**src/rtl/mips_mem_pkg.sv**
```systemverilog
// Shared types and constants for the unified-memory port arbiter.
package mips_mem_pkg;

  typedef enum logic [1:0] {
    IDLE,
    DBUSY,
    IBUSY,
    RESP
  } arb_state_t;

  localparam int DEFAULT_TIMEOUT_CYCLES = 64;
  localparam int DEFAULT_STREAK_MAX     = 4;
  localparam logic [31:0] ERR_RDATA     = 32'h0;

endpackage

```
**src/rtl/mem_port_arbiter_watchdog.sv**
```systemverilog
// arb_watchdog: counts stalled cycles of one memory transaction and flags
// the cycle in which the request has been outstanding TIMEOUT_CYCLES cycles.
module arb_watchdog
  import mips_mem_pkg::*;
#(
  parameter int TIMEOUT_CYCLES = DEFAULT_TIMEOUT_CYCLES
) (
  input  logic clk,
  input  logic reset,
  input  logic clear,
  input  logic enable,
  output logic expire
);

  localparam int W = $clog2(TIMEOUT_CYCLES + 1);

  logic [W-1:0] count;

  always_ff @(posedge clk or posedge reset) begin
    if (reset) begin
      count <= '0;
    end else if (clear) begin
      count <= '0;
    end else if (enable && (count != W'(TIMEOUT_CYCLES))) begin
      count <= count + W'(1);
    end
  end

  // Fires in the last permitted cycle so mem_req is high for exactly TIMEOUT_CYCLES cycles.
  assign expire = enable && (count == W'(TIMEOUT_CYCLES - 1));

endmodule

```
**src/rtl/mem_port_arbiter.sv**
```systemverilog
// Arbitrates fetch and data requests onto one variable-latency memory port.
// Optional fetch anti-starvation guard: define ARB_STARVE_GUARD_EN.
module mem_port_arbiter
  import mips_mem_pkg::*;
#(
  parameter int TIMEOUT_CYCLES = DEFAULT_TIMEOUT_CYCLES,
  parameter int STREAK_MAX     = DEFAULT_STREAK_MAX
) (
  input  logic        clk,
  input  logic        reset,
  input  logic        if_req,
  input  logic [31:0] if_addr,
  output logic [31:0] if_rdata,
  output logic        if_ready,
  input  logic        dm_req,
  input  logic        dm_we,
  input  logic [31:0] dm_addr,
  input  logic [31:0] dm_wdata,
  output logic [31:0] dm_rdata,
  output logic        dm_ready,
  output logic        err,
  output logic        stall_f,
  output logic        stall_m,
  output logic        mem_req,
  output logic        mem_we,
  output logic [31:0] mem_addr,
  output logic [31:0] mem_wdata,
  input  logic [31:0] mem_rdata,
  input  logic        mem_ack
);

  arb_state_t state, state_next;
  logic grant_d, grant_i, done_ack, done_to;
  logic busy, expire, starve;

  assign busy    = (state == DBUSY) || (state == IBUSY);
  assign stall_f = if_req & ~if_ready;
  assign stall_m = dm_req & ~dm_ready;

  arb_watchdog #(.TIMEOUT_CYCLES(TIMEOUT_CYCLES)) u_watchdog (
    .clk    (clk),
    .reset  (reset),
    .clear  (grant_d | grant_i),
    .enable (busy & ~(mem_req & mem_ack)),
    .expire (expire)
  );

`ifdef ARB_STARVE_GUARD_EN
  localparam int SW = $clog2(STREAK_MAX + 1);
  logic [SW-1:0] streak;

  assign starve = (streak == SW'(STREAK_MAX));

  always_ff @(posedge clk or posedge reset) begin
    if (reset) begin
      streak <= '0;
    end else if (grant_d) begin
      if (!if_req)
        streak <= '0;
      else if (!starve)
        streak <= streak + SW'(1);
    end else if (grant_i) begin
      streak <= '0;
    end
  end
`else
  assign starve = 1'b0;
`endif

  always_ff @(posedge clk or posedge reset) begin
    if (reset)
      state <= IDLE;
    else
      state <= state_next;
  end

  always_comb begin
    state_next = state;
    grant_d    = 1'b0;
    grant_i    = 1'b0;
    done_ack   = 1'b0;
    done_to    = 1'b0;
    case (state)
      IDLE: begin
        if (dm_req && !(if_req && starve)) begin
          grant_d    = 1'b1;
          state_next = DBUSY;
        end else if (if_req) begin
          grant_i    = 1'b1;
          state_next = IBUSY;
        end
      end
      DBUSY, IBUSY: begin
        if (mem_req && mem_ack) begin
          done_ack   = 1'b1;
          state_next = RESP;
        end else if (expire) begin
          done_to    = 1'b1;
          state_next = RESP;
        end
      end
      // Requests still held during the ready cycle must not re-issue.
      RESP:    state_next = IDLE;
      default: state_next = IDLE;
    endcase
  end

  always_ff @(posedge clk or posedge reset) begin
    if (reset) begin
      mem_req   <= 1'b0;
      mem_we    <= 1'b0;
      mem_addr  <= '0;
      mem_wdata <= '0;
      if_ready  <= 1'b0;
      dm_ready  <= 1'b0;
      err       <= 1'b0;
      if_rdata  <= '0;
      dm_rdata  <= '0;
    end else begin
      if_ready <= 1'b0;
      dm_ready <= 1'b0;
      err      <= 1'b0;
      if (grant_d) begin
        mem_req   <= 1'b1;
        mem_we    <= dm_we;
        mem_addr  <= dm_addr;
        mem_wdata <= dm_wdata;
      end else if (grant_i) begin
        mem_req  <= 1'b1;
        mem_we   <= 1'b0;
        mem_addr <= if_addr;
      end
      if (done_ack || done_to) begin
        mem_req <= 1'b0;
        err     <= done_to;
        if (state == IBUSY)
          if_ready <= 1'b1;
        else
          dm_ready <= 1'b1;
      end
      if (done_ack && (state == IBUSY))
        if_rdata <= mem_rdata;
      if (done_ack && (state == DBUSY) && !mem_we)
        dm_rdata <= mem_rdata;
      if (done_to) begin
        if (state == IBUSY)
          if_rdata <= ERR_RDATA;
        else
          dm_rdata <= ERR_RDATA;
      end
    end
  end

endmodule

```
**config.mk**
```make
export PLATFORM = sky130hd
export DESIGN_NAME = mem_port_arbiter
export DESIGN_NICKNAME = d
export VERILOG_FILES = /design/src/rtl/mips_mem_pkg.sv /design/src/rtl/mem_port_arbiter_watchdog.sv /design/src/rtl/mem_port_arbiter.sv
export SDC_FILE = /design/constraint.sdc
export NUM_CORES = 1
export LEC_CHECK = 0
export BUFFER_PORTS_ARGS = -buffer_cell sky130_fd_sc_hd__clkbuf_2
export CORE_MARGIN = 2
export CORE_UTILIZATION = 45
export CTS_CLUSTER_DIAMETER = 80
export DETAILED_ROUTE_END_ITERATION = 10
export PLACE_DENSITY = 0.76
export SYNTH_ARGS = -nofsm -noshare
export SYNTH_HDL_FRONTEND = slang
export SYNTH_HIERARCHICAL = 1
export SYNTH_SLANG_ARGS = --single-unit
```
**constraint.sdc**
```tcl
create_clock -name clk -period 11.9 [get_ports clk]
set_input_delay 0.595 -clock clk [delete_from_list [all_inputs] [get_ports clk]]
set_output_delay 0.595 -clock clk [all_outputs]
set_load 0.1 [all_outputs]
```
==> flow_metrics.tcl <==
set metrics [dict create \
    h-tree-depth 4 \
    finalCritPeriodShare 0.249 \
    hp-class "primary input to asynchronous set/reset pin" \
    crit_chain "inv_1 -> ha_1 -> a21bo_4 -> inv_1 -> nand4_1 -> or3_1 -> inv_1 -> nor3b_4 -> buf_4 -> a21oi_1" \
    yosysTopAreaCellShare 0.560 \
    finalHoldViolations 0 \
    cts_hold_buf 0 \
    cp-end-kind "register" \
    ys_async_sr_fraction 1.00 \
    yosys.cell_types.count 45 \
    clock_latency_ps 420 \
    setup_viol 0 \
    rows 43 \
    cp.depth 10 \
    worstMarginPinSlew_ps 1180 \
    postCtsSetupBuffers 0 \
    setup.worst_path.start_class "register" \
    cts_tree "yes" \
    port_buffers 268 \
    fmax_mhz 337 \
    die_h_um 123 \
    cts_resized 0 \
    start_util 0.459 \
    run_status "finished, final reports clean" \
    yosysTopAreaCell "dfrtp_1" \
    cp-endpoint "dm_rdata[11]" \
    maxCapViolCount 0 \
    maxSlewHeadroom 0.215 \
    required_ps 12180 \
    gp_congestion 0.810 \
    numCtsBuffers 17 \
    fin_tns_setup_ps 0 \
    vias 5644 \
    grt_pass1_vias 5415 \
    root_buffer "clkbuf_16" \
    antenna_found_initial 0 \
    drt-wirelength-per-cell_um 16.9 \
    avgSynthCellArea_um2 10.3 \
    final_nets 1000 \
    min_period_ps 2960 \
    timing_max_transition_violations_final 0 \
    die_area_mm2 0.0151 \
    r2r-start "state[1]" \
    rrSetupSlack_ps 8940 \
    ys_warn_count 6 \
    die_w_um 123 \
    syn_area_mm2 0.00634 \
    drt_iter0_drc 462 \
    drt-pass1-iter-count 5 \
    worst-r2r-cell-count 10 \
    drive_above_1_share 0.413 \
    io_pins 269 \
    syn_inst 616 \
    diodes 0 \
    syn_nets 755 \
    synth_seq_cells 142 \
    area_growth_syn_to_layout_pct 31.8 \
    grt-ovfl-total 0 \
    arrival_ps 3240 \
    grt_first_pass_wirelength_um 27600 \
    cp_top_family "buffers and inverters" \
    reg2reg_to "dm_rdata[11]" \
    dp_hpwl_um 12300 \
    crit_top_cell "inv_1" \
    worst-path-buf-inv 4 \
    routed_via_density 5.35 \
    path_max_fanout 32 \
    ant_nets 0 \
    cp_slowest_cell "ha_1" \
    core-area_mm2 0.0138 \
    grt_max_degree 74 \
    clk_pin_slew_worst_paths_ps 60 \
    crit_type "register to register" \
    worst_clock_skew_ps 5.48 \
    grtUsageTotal 0.237 \
    cts_sinks 142 \
    cp-startpoint "state[1]" \
    synth-edff-count 0 \
    synth-seq-area-share 0.560 \
    cpPeakStageDelay_ps 410 \
    synth.area.top_cells "dfrtp_1 (56%), nand2_1 (7.4%), mux2_2 (5.7%)" \
    cts_buffer_depth 2 \
    synth_ff_type "dfrtp_1" \
    routed_wl_um 17800 \
    rsz0062_at_grt "no" \
    drc 0 \
]
==> cell type report <==
cell class / count / area [µm²]
clock buffers: 18 / 429
fillers: 1170 / 5470
multi-input cells: 411 / 2490
clock inverters: 14 / 206
repair buffers: 277 / 1410
flip-flops and latches: 142 / 3550
inverters: 12 / 47.5
well taps: 180 / 225
==> layout by cell type (no fill, tap or decap), types with 2 or more instances in the layout <==
master | synthesis | routed
a21oi_1 | 62 | 62
a21oi_2 | 11 | 11
a22o_1 | 27 | 27
and3_2 | 2 | 2
and4_1 | 2 | 2
buf_4 | 3 | 9
bufinv_16 | 0 | 4
clkbuf_16 | 0 | 17
clkbuf_2 | 0 | 268
clkinv_4 | 0 | 2
clkinvlp_4 | 0 | 3
dfrtp_1 | 142 | 142
ha_1 | 5 | 5
inv_1 | 12 | 11
inv_6 | 0 | 4
mux2_2 | 32 | 32
nand2_1 | 125 | 125
nand2b_1 | 3 | 3
nand3_1 | 33 | 33
nand3b_1 | 26 | 26
nand4_1 | 3 | 3
nor2_1 | 6 | 6
o21ai_0 | 36 | 36
o22ai_1 | 13 | 13
or3_1 | 2 | 2
xor2_1 | 2 | 2
==> cell families (layout without fill, tap and decap cells) <==
logic type / after synthesis / in the layout / synth area share
xor gates and xnor gates: 2 / 2 / 0.00276
buffers and inverters: 63 / 321 / 0.0481
muxes: 32 / 32 / 0.0568
AOI/OAI and AO/OA: 158 / 158 / 0.156
and+or+nand+nor: 214 / 214 / 0.166
adders and majority gates: 5 / 5 / 0.00986
DFF: 142 / 142 / 0.560
==> metrics by stage <==
| step | setup slack (ps) | hold slack (ps) | cell area (µm²) | std cells | util |
|---|---|---|---|---|---|
| after floorplan | 7690 | 398 | 6340 | 616 | - |
| after global placement | 9100 | 488 | 7720 | 1022 | 0.559 |
| after detailed placement | 8990 | 491 | 7720 | 1022 | 0.559 |
| after CTS | 8950 | 134 | 8360 | 1054 | 0.604 |
| after global routing | 8750 | 155 | 8360 | 1054 | 0.604 |
| final | 8940 | 136 | 8360 | 1054 | 0.604 |
==> worst min path at each step <==
| stage | to | slack [ps] | cells after the start |
|---|---|---|---|
| global route | u_watchdog/count[2] | 150 | 2 |
| CTS | u_watchdog/count[0] | 130 | 2 |
| detailed placement | mem_addr[24] | 490 | 1 |
| finish | u_watchdog/count[4] | 140 | 2 |
| floorplan | u_watchdog/count[0] | 400 | 1 |
| global placement | mem_wdata[10] | 490 | 1 |
==> metal layers <==
metal	GRT usage	vias to the layer above	wire length [µm]
li1	-	2635	-
met4	0.111	0	603
met1	0.299	2723	7320
met5	0	-	0
met2	0.390	241	8810
met3	0.0497	45	1060
==> cells in the mapped netlist, types with 2 or more instances <==
cell type,number
nand4_1,3
inv_1,12
nor2b_1,2
a22o_1,27
buf_1,2
mux2_2,32
buf_6,3
and4_1,2
a21oi_2,11
nand3b_1,26
a21oi_1,62
xor2_1,2
and3_2,2
nand2_1,125
nand3_1,33
buf_2,19
or3_1,2
ha_1,5
clkbuf_1,23
o22ai_1,13
o21ai_0,36
buf_4,3
dfrtp_1,142
nor2_1,6
nand2b_1,3
==> worst register-to-register path: cells and delay by family, from the launching register on <==
family                   cells  cell delay, ps
adder cells (fa/ha/maj)      1             410
AO/OA/AOI/OAI                2             410
buffers and inverters        4             840
AND/OR/NAND/NOR              3             800
flip-flops                   1             370
==> flip-flops by register name, indices dropped and copies added, names as in the netlist, 2 cells and up <==
register	count
mem_addr	32
if_rdata	32
u_watchdog/count	7
state	2
dm_rdata	32
mem_wdata	32
Power is left out: the tool's default activity adds up to more than one toggle a clock period on the data nets, which glitch-free logic cannot reach.
